`src/rtl/auth_attempt_ctrl.sv`:
```
// auth_attempt_ctrl: turns per-attempt comparator verdicts into an access
// outcome. A match opens a fixed-length grant window. Consecutive failures are
// counted, and reaching the failure limit starts a timed lockout.
module auth_attempt_ctrl #(
   parameter int MAX_FAILS   = 3,   // 1..15
   parameter int LOCK_CYCLES = 16,  // 1..65535
   parameter int UNLOCK_HOLD = 4    // 1..65535
) (
   input  logic       clk,
   input  logic       rst,
   input  logic       attempt_valid,
   input  logic       matched,
   input  logic       unmatched,
   output logic       attempt_ready,
   output logic       granted,
   output logic       denied,
   output logic       locked,
   output logic [3:0] fail_count,
   output logic [1:0] state
);

   typedef enum logic [1:0] {
      S_IDLE     = 2'b00,
      S_UNLOCKED = 2'b01,
      S_LOCKED   = 2'b10,
      S_BAD      = 2'b11
   } state_e;

   state_e      state_q, state_d;
   logic [15:0] timer_q, timer_d;
   logic [3:0]  fail_count_q, fail_count_d;
   logic        granted_q, granted_d;
   logic        denied_q, denied_d;
   logic        locked_q, locked_d;

   logic        is_pass;
   logic [3:0]  fail_inc;

   // Only an exact matched=1/unmatched=0 verdict counts as a pass.
   // Both-high and both-low verdicts are malformed and are treated as failures.
   assign is_pass  = matched & ~unmatched;
   assign fail_inc = fail_count_q + 4'd1;

   // Next-state logic. Windows end at the edge where the timer reads zero, so
   // a window loaded with N-1 lasts exactly N cycles.
   always_comb begin
      state_d      = state_q;
      timer_d      = timer_q;
      fail_count_d = fail_count_q;
      granted_d    = granted_q;
      locked_d     = locked_q;
      denied_d     = 1'b0;
      case (state_q)
         S_IDLE: begin
            granted_d = 1'b0;
            locked_d  = 1'b0;
            if (attempt_valid) begin
               if (is_pass) begin
                  state_d      = S_UNLOCKED;
                  granted_d    = 1'b1;
                  fail_count_d = 4'd0;
                  timer_d      = 16'(UNLOCK_HOLD - 1);
               end else begin
                  denied_d     = 1'b1;
                  fail_count_d = fail_inc;
                  if (fail_inc == 4'(MAX_FAILS)) begin
                     state_d  = S_LOCKED;
                     locked_d = 1'b1;
                     timer_d  = 16'(LOCK_CYCLES - 1);
                  end
               end
            end
         end
         S_UNLOCKED: begin
            if (timer_q == 16'd0) begin
               state_d   = S_IDLE;
               granted_d = 1'b0;
            end else begin
               timer_d = timer_q - 16'd1;
            end
         end
         S_LOCKED: begin
            if (timer_q == 16'd0) begin
               state_d      = S_IDLE;
               locked_d     = 1'b0;
               fail_count_d = 4'd0;
            end else begin
               timer_d = timer_q - 16'd1;
            end
         end
         default: begin
            // The unused encoding recovers to a clean IDLE.
            state_d   = S_IDLE;
            granted_d = 1'b0;
            locked_d  = 1'b0;
            timer_d   = 16'd0;
         end
      endcase
   end

   // Register update. A synchronous reset overrides any open window.
   always_ff @(posedge clk) begin
      if (rst) begin
         state_q      <= S_IDLE;
         timer_q      <= 16'd0;
         fail_count_q <= 4'd0;
         granted_q    <= 1'b0;
         denied_q     <= 1'b0;
         locked_q     <= 1'b0;
      end else begin
         state_q      <= state_d;
         timer_q      <= timer_d;
         fail_count_q <= fail_count_d;
         granted_q    <= granted_d;
         denied_q     <= denied_d;
         locked_q     <= locked_d;
      end
   end

   assign attempt_ready = (state_q == S_IDLE);
   assign granted       = granted_q;
   assign denied        = denied_q;
   assign locked        = locked_q;
   assign fail_count    = fail_count_q;
   assign state         = state_q;

endmodule

```
`config.mk`:
```
export PLATFORM = sky130hd
export DESIGN_NAME = auth_attempt_ctrl
export DESIGN_NICKNAME = d
export VERILOG_FILES = /design/src/rtl/auth_attempt_ctrl.sv
export SDC_FILE = /design/constraint.sdc
export NUM_CORES = 1
export LEC_CHECK = 0
export ABC_AREA = 0
export BUFFER_PORTS_ARGS = -buffer_cell sky130_fd_sc_hd__buf_2
export CAP_MARGIN = 20
export CORE_MARGIN = 1.5
export CORE_UTILIZATION = 52
export DETAILED_ROUTE_END_ITERATION = 12
export PLACE_DENSITY = 0.79
export SLEW_MARGIN = 20
export SYNTH_ARGS = -nofsm -noshare
export SYNTH_HDL_FRONTEND = slang
export SYNTH_SLANG_ARGS = --single-unit
```
`constraint.sdc`:
```
create_clock -name clk -period 2.1 [get_ports clk]
set_clock_uncertainty 0.1 [all_clocks]
set_input_delay 0.315 -clock clk [delete_from_list [all_inputs] [get_ports clk]]
set_output_delay 0.315 -clock clk [all_outputs]
set_load 0.02 [all_outputs]
```
* Word-level counts from Yosys, hierarchy flattened
Cells that the tools add are included.
Cells by class: reductions and logical operators 10, div/mod/pow operators 0, $mul 0, equality and inequality tests 9, order comparisons 0, add/subtract/negate cells 2, muxes and demuxes 23, shift operators 0, bitwise operators 6
Operator list (number):
- $mux 16 | 4
- $pmux 16 s2 | 1
- $logic_not 16->1 | 1
- $sub 16x1->16 const B | 1
- $mux 4 | 3
- $reduce_and 3->1 | 3
- $mux 2 | 4
- $ne 2x2->1 const B | 4
- $pmux 4 s2 | 1
- $mux 1 | 7
- $pmux 1 s3 | 2
- $not 1->1 | 5
- $add 4x1->4 const B | 1
- $eq 4x2->1 const B | 1
- $pmux 2 s2 | 1
- $reduce_and 2->1 | 2
- $ne 3x1->1 const B | 1
- $reduce_or 3->1 | 1
- $eq 2x1->1 const B | 1
- $eq 2x2->1 const B | 1
- $logic_not 2->1 | 1
- $ne 2x1->1 const B | 1
- $reduce_bool 2->1 | 1
- $reduce_or 2->1 | 1
- $and 1x1->1 | 1
Storage, ports and cells: memory bits (read-only) 0, bits of input ports 5, bits in writable memories 0, latch bits 0, word-level logic and storage cells 56, output and inout bits 10, memories kept 0, flip-flop bits (word level) 25

* Logic depth before layout (Yosys ltp)
Gate-level depths: netlist (run 1).
depth after elaboration 6, mapped depth 10, depth with buffers taken out 7

* Worst setup path before layout (run 1)
Ideal clock, no wire load.
path kind flip-flop to flip-flop, start point register state_q[0] (netlist: state[0]), end point register timer_q[0], library setup time 0.071 ns, slack -0.274 ns, cell stages (with the launch flop) 10, data required time 1.929 ns, path buffers 2, arrival time 2.204 ns, clock period less this slack 2.374 ns, cells stage by stage dfxtp_1 > inv_1 > ha_1 > clkbuf_1 > nor2b_1 > a31oi_1 > a31oi_1 > buf_6 > or4_1 > a21oi_1
On the way: elaborated cells between the ends (all ways) 9, those cells by class eq/ne: 5; mux: 1; reduce/logical: 3
RTL lines:
- start: declaration | line 29 | state_e state_q, state_d;
- start signal: assignment | line 111 | state_q <= state_d;
- $logic_not 2->1 (*)
- named net attempt_ready | line 14 | output logic attempt_ready,
- $ne 3x1->1 (no line) or $ne 2x2->1 (tied branches)
- $reduce_and 3->1 (no line)
- end signal: assignment | line 112 | timer_q <= timer_d;
- end: declaration | line 30 | logic [15:0] timer_q, timer_d;
The timed path passes the listed nets; every way through them passes the cells marked *. A chain may end at the register's enable or synchronous reset.

* Worst setup path after layout (run 1)
start point register fail_count_q[0] (netlist: fail_count[0]), end point register timer_q[1]
On the way: longest elaborated chain between the ends 4
RTL lines:
- start: declaration | line 31 | logic [3:0] fail_count_q, fail_count_d;
- start signal: assignment | line 113 | fail_count_q <= fail_count_d;
- $add 4x1->4 | line 42 | assign fail_inc = fail_count_q + 4'd1;
- $eq 4x2->1 | line 66 | if (fail_inc == 4'(MAX_FAILS)) begin
- $ne 3x1->1 (no line)
- $reduce_and 3->1 (no line)
Every way passes these cells.

==> impl_metrics.json, run 1 <==
{
  "worstSetupEndpointType": "register",
  "power_mw": 1.29,
  "avgSynthCellArea_sq_um": 8.04,
  "rr_startpoint": "fail_count[0]",
  "async_flop_share_pct": 0,
  "grt_pass1_vias": 1694,
  "grt.total_usage_pct": 28.0,
  "tns_ns": -0.389,
  "place.gp.congestion": 0.850,
  "holdCritPathClass": "in -> reg",
  "worst-setup-path-type": "reg -> reg",
  "reg2reg_depth": 8,
  "start_kind": "register",
  "cts.sinks": 25,
  "relSlewSlack_pct": 59.8,
  "die_area_sq_um": 3290,
  "drc": 0,
  "worstReg2RegEnd": "timer_q[1]",
  "power_frac_comb_pct": 41.5,
  "violations": "negative setup slack",
  "cap_violations": 0,
  "clk_pin_slew_worst_paths_ns": 0.15,
  "cp.arrival_ns": 2.41,
  "outcome": "finished, violations left",
  "pwr-share-seq_pct": 40.1,
  "antenna_left": 0,
  "whs_path_depth": 2,
  "clockPowerShare_pct": 18.4,
  "wl_mm": 4.81,
  "grt_overflow": 0,
  "cts-root-buf": "clkbuf_4",
  "netlist_instances": 191,
  "synth_most_common_cell": "dfxtp_1",
  "rsz0062_at_grt": "true",
  "area_growth_pct": 37.5,
  "via_per_inst": 6.56,
  "fmaxAchievable_mhz": 450,
  "drt_iter0_markers": 112,
  "antenna_found_initial": 0,
  "worstMarginPinSlew_ns": 0.602,
  "switching_share_pct": 37.5,
  "p_leak_nw": 0.871,
  "cts_tree": "built",
  "ctsHoldBuffers": 0,
  "portBuffers": 14,
  "die_y_um": 57.4,
  "initial_core_util_pct": 55.2,
  "fin_ws_ns": -0.124,
  "finalCritPeriodShare_pct": 106,
  "pin_count": 15,
  "drv_slew": 0,
  "ir_drop_mv": 0.525,
  "syn_nets": 203,
  "worstPathRequired_ns": 2.28,
  "finalSetupViolCount": 8,
  "cellPowerDensity_nw_per_um2": 610,
  "wl_per_cell_um": 17.9,
  "yosys.area.top_type": "dfxtp_1",
  "path_max_fanout": 6,
  "vias": 1759,
  "diodes": 0,
  "synth-edff-count": 0,
  "htree_levels": 1,
  "yosysSeqAreaShare_pct": 32.6,
  "clk_path_buf_depth": 2,
  "min_to": "denied",
  "dp_hpwl_mm": 3.15,
  "yosys-top-cells-area": "dfxtp_1 (33%), a21oi_1 (6.8%), ha_1 (5.7%)",
  "ys_types": 40,
  "grt_pass1_wl_mm": 7.28,
  "hold_violations": 0,
  "switching_power_uw": 483,
  "syn-cell-area_sq_um": 1540,
  "coreArea_sq_um": 2780,
  "hold_start": "attempt_valid",
  "numCtsBuffers": 3,
  "synth_common_cells": "dfxtp_1 (25), a21oi_1 (21), nor2_1 (15)",
  "grt_max_degree": 16,
  "rows": 19,
  "dr.pass1.iters": 4,
  "drive_above_1_share_pct": 40.1,
  "period_needed_ns": 2.22,
  "fin_nets": 250,
  "insertion_delay_ns": 0.34,
  "reg2reg_slack_ns": -0.12,
  "ys.warnings.count": 0,
  "die_x_um": 57.4,
  "netlist.area_leader.share_pct": 32.6,
  "dpl_worst_slack_ns": -0.289,
  "ys_ff_latch": 25,
  "synth_flop_cell": "dfxtp_1",
  "cellInternalPower_uw": 806
}
==> through the flow <==
step	util [%]	std cells	cell area [sq um]	hold WS, ns
2_1_floorplan	-	191	1590	0.286
3_3_place_gp	67.2	257	1870	0.344
3_5_place_dp	67.2	257	1870	0.366
4_1_cts	70.4	263	1960	0.208
5_1_grt	75.9	268	2110	0.183
6_report	75.9	268	2110	0.210
==> worst max-delay path by stage <==
| stage | from | endpoint | slack (ns) | cells after the start |
|---|---|---|---|---|
| 2_1_floorplan | fail_count[0] | timer_q[0] | -0.09 | 8 |
| 3_3_place_gp | fail_count[0] | timer_q[1] | -0.14 | 8 |
| 3_5_place_dp | fail_count[0] | timer_q[1] | -0.29 | 8 |
| 4_1_cts | fail_count[0] | timer_q[0] | -0.07 | 8 |
| 5_1_grt | fail_count[0] | timer_q[0] | -0.17 | 8 |
| 6_report | fail_count[0] | timer_q[1] | -0.12 | 8 |
==> power groups by stage <==
stage | registers, mW | clock network, mW | logic [mW]
floorplan | 0.533 | 0 | 0.258
global placement | 0.522 | 0 | 0.410
detailed placement | 0.524 | 0 | 0.429
CTS | 0.514 | 0.235 | 0.460
global route | 0.519 | 0.259 | 0.569
finish | 0.517 | 0.237 | 0.535
==> state kept, by name, summed over array words and instances, names as in the netlist <==
name        flops
timer_q        16
fail_count      4
state           2
denied          1
granted         1
locked          1
==> layer usage <==
metal / up-vias / GRT usage [%] / wire length (um)
met4: 0 / 12.0 / 129
met3: 17 / 4.31 / 263
met2: 70 / 51.0 / 2520
met5: - / 0 / 0
li1: 815 / - / -
met1: 857 / 32.0 / 1890
==> area by class of cell <==
cell class | count | area, sq um
fill | 206 | 669
multi-input combinational | 148 | 1150
sequential | 25 | 512
inverter | 9 | 36.3
clock inverter | 1 | 5.00
timing repair buffer | 51 | 352
clock buffer | 3 | 22.5
tap | 31 | 38.8
==> placed cells by master (no fill, tap or decap), types with 3 or more instances in the layout <==
cell / synthesis / routed
buf_4: 1 / 36
nor3_1: 10 / 10
dfxtp_1: 25 / 20
dfxtp_2: 0 / 3
mux2i_1: 3 / 3
nor2_1: 15 / 15
o21ai_1: 0 / 8
a21oi_1: 21 / 19
nor4_2: 1 / 3
o211ai_1: 5 / 5
a31oi_1: 5 / 3
and3_1: 5 / 4
clkbuf_4: 0 / 3
or4_4: 0 / 3
inv_1: 9 / 8
buf_2: 0 / 14
ha_1: 7 / 3
nand2_1: 11 / 11
nand2b_1: 7 / 7
o21ai_0: 13 / 4
o311ai_2: 0 / 6
==> logic make-up after synthesis <==
logic type      after synthesis  share of synthesized area, %
simple gates                 73                          27.1
compound gates               63                          26.2
flops                        25                          32.6
buf+inv                      19                          5.86
fa+ha+maj                     7                          5.70
mux                           3                          1.95
xor+xnor                      1                         0.570
==> timing repair <==
item                       CTS  global route
pin swaps                    8             2
setup buffers                2             4
gates cloned                 0             1
resized for setup           19            26
setup endpoints to repair   14            18
hold endpoints to repair     0             0
==> worst max-delay path: stages (launching register included) <==
cell and delay (ns):
dfxtp_4 0.40, inv_4 0.07, ha_4 0.12, or4b_4 0.48, a31oi_4 0.18, a31oi_2 0.07, buf_4 0.18, or4_4 0.42
a21oi_2 0.14
Note: power is estimated with default switching activity, not from simulation.
==> run 2, diff against run 1 <==
CORE_ASPECT_RATIO = 1.1   (was unset)
==> impl_metrics.json, run 2 (synthesis results as in run 1) <==
{
  "outcome": "finished, violations left",
  "violations": "negative setup slack",
  "rows": 20,
  "die_y_um": 60.0,
  "initial_core_util_pct": 55.3,
  "holdCritPathClass": "in -> reg",
  "grt.total_usage_pct": 29.4,
  "portBuffers": 14,
  "fmaxAchievable_mhz": 444,
  "htree_levels": 1,
  "p_leak_nw": 0.904,
  "clk_path_buf_depth": 2,
  "largest_register_ffs": 16,
  "ir_drop_mv": 0.474,
  "dp_hpwl_mm": 3.05,
  "coreArea_sq_um": 2780,
  "finalCritPeriodShare_pct": 107,
  "period_needed_ns": 2.25,
  "grt_pass1_vias": 1616,
  "die_area_sq_um": 3290,
  "via_per_inst": 6.66,
  "cts_tree": "built",
  "num-fill-cells": 177,
  "rr_startpoint": "fail_count[0]",
  "antenna_found_initial": 0,
  "cts-root-buf": "clkbuf_4",
  "final_cell_mix": "buf_4 (34), dfxtp_1 (20), a21oi_1 (17)",
  "worstPathRequired_ns": 2.22,
  "reg2reg_depth": 8,
  "area_growth_pct": 41.5,
  "top_register": "timer_q",
  "insertion_delay_ns": 0.32,
  "grt_overflow": 0,
  "dr.pass1.iters": 5,
  "worstReg2RegEnd": "timer_q[13]",
  "cp.arrival_ns": 2.37,
  "worst_hold_slack_ns": 0.195,
  "grt_max_degree": 16,
  "path_max_fanout": 9,
  "final_common_cell": "buf_4",
  "wl_mm": 5.19,
  "clk_pin_slew_worst_paths_ns": 0.15,
  "rsz0062_at_grt": "true",
  "diodes": 0,
  "reg2reg_slack_ns": -0.15,
  "hold_violations": 0,
  "grt_pass1_wl_mm": 7.18,
  "relSlewSlack_pct": 62.7,
  "cellPowerDensity_nw_per_um2": 618,
  "drive_above_1_share_pct": 40.8,
  "numCtsBuffers": 3,
  "min_to": "denied",
  "fin_ws_ns": -0.152,
  "wl_per_cell_um": 19.2,
  "start_kind": "register",
  "antenna_left": 0,
  "power_mw": 1.34,
  "fin_nets": 251,
  "worstMarginPinSlew_ns": 0.559,
  "finalSetupViolCount": 14,
  "vias": 1804,
  "drt_iter0_markers": 113,
  "cts.sinks": 25,
  "multiInputGateArea_sq_um": 1190,
  "hold_start": "attempt_valid",
  "die_x_um": 54.8,
  "drc": 0,
  "place.gp.congestion": 0.913,
  "cap_violations": 0,
  "whs_path_depth": 2,
  "ctsHoldBuffers": 0,
  "seqCellArea_sq_um": 512,
  "worst-setup-path-type": "reg -> reg",
  "pin_count": 15,
  "worstSetupEndpointType": "register",
  "drv_slew": 0
}
[run 2: cell count changes in the layout (fill, tap and decap cells not counted), sizes merged]
cell    delta
clkbuf     +1
clkinv     -1
buf        +1
[run 2: report_power, final]
part | switching [mW] | leakage (nW) | total [mW] | internal (mW)
clock network | 0.156 | 0.0150 | 0.231 | 0.0745
registers | 0.0228 | 0.206 | 0.517 | 0.494
logic | 0.327 | 0.684 | 0.597 | 0.270
total | 0.506 | 0.904 | 1.34 | 0.838
[run 2: worst max-delay path by stage]
stage / slack [ns] / startpoint / cells after the start / endpoint
after detailed placement: -0.20 / fail_count[0] / 8 / timer_q[1]
after global routing: -0.22 / fail_count[0] / 9 / timer_q[13]
final: -0.15 / fail_count[0] / 8 / timer_q[13]
after CTS: -0.11 / fail_count[1] / 7 / timer_q[0]
after global placement: -0.15 / fail_count[0] / 8 / timer_q[1]
after floorplan: -0.09 / fail_count[0] / 8 / timer_q[0]
[run 2: final cells by class]
cell class	count	area share [%]
multi-input cells	148	54.7
flip-flops and latches	25	23.5
repair buffers	52	17.0
well taps	33	1.90
inverters	9	1.67
clock buffers	4	1.21
[run 2: worst max-delay path, cell delays in order (launching register included)]
cell      delay (ns)
dfxtp_4         0.39
ha_4            0.17
or4b_4          0.52
a31oi_4         0.21
a31oi_2         0.07
buf_4           0.21
buf_6           0.13
o211ai_1        0.23
o41ai_2         0.12
[run 2: per-stage QoR]
step	setup slack (ns)	TNS (ns)	instances	util [%]	instance area, sq um
finish	-0.152	-1.02	271	78.3	2170
global route	-0.223	-1.63	271	78.3	2170
CTS	-0.110	-0.454	267	71.5	1990
detailed placement	-0.197	-1.13	257	66.8	1860
global placement	-0.146	-0.407	257	66.8	1860
floorplan	-0.0905	-0.122	191	-	1590
[run 2: per-layer routing]
layer	up-vias	global-route usage [%]	share of wire (%)
met5	-	0	0
met4	0	11.8	2.8
met3	22	3.25	5.5
met2	99	51.5	54
met1	868	35.7	38
li1	815	-	-
[run 2: repair_timing]
action,CTS,global route
setup buffers,6,3
setup endpoints to repair,11,23
pin swaps,10,9
resized for setup,23,31
cloned,0,1
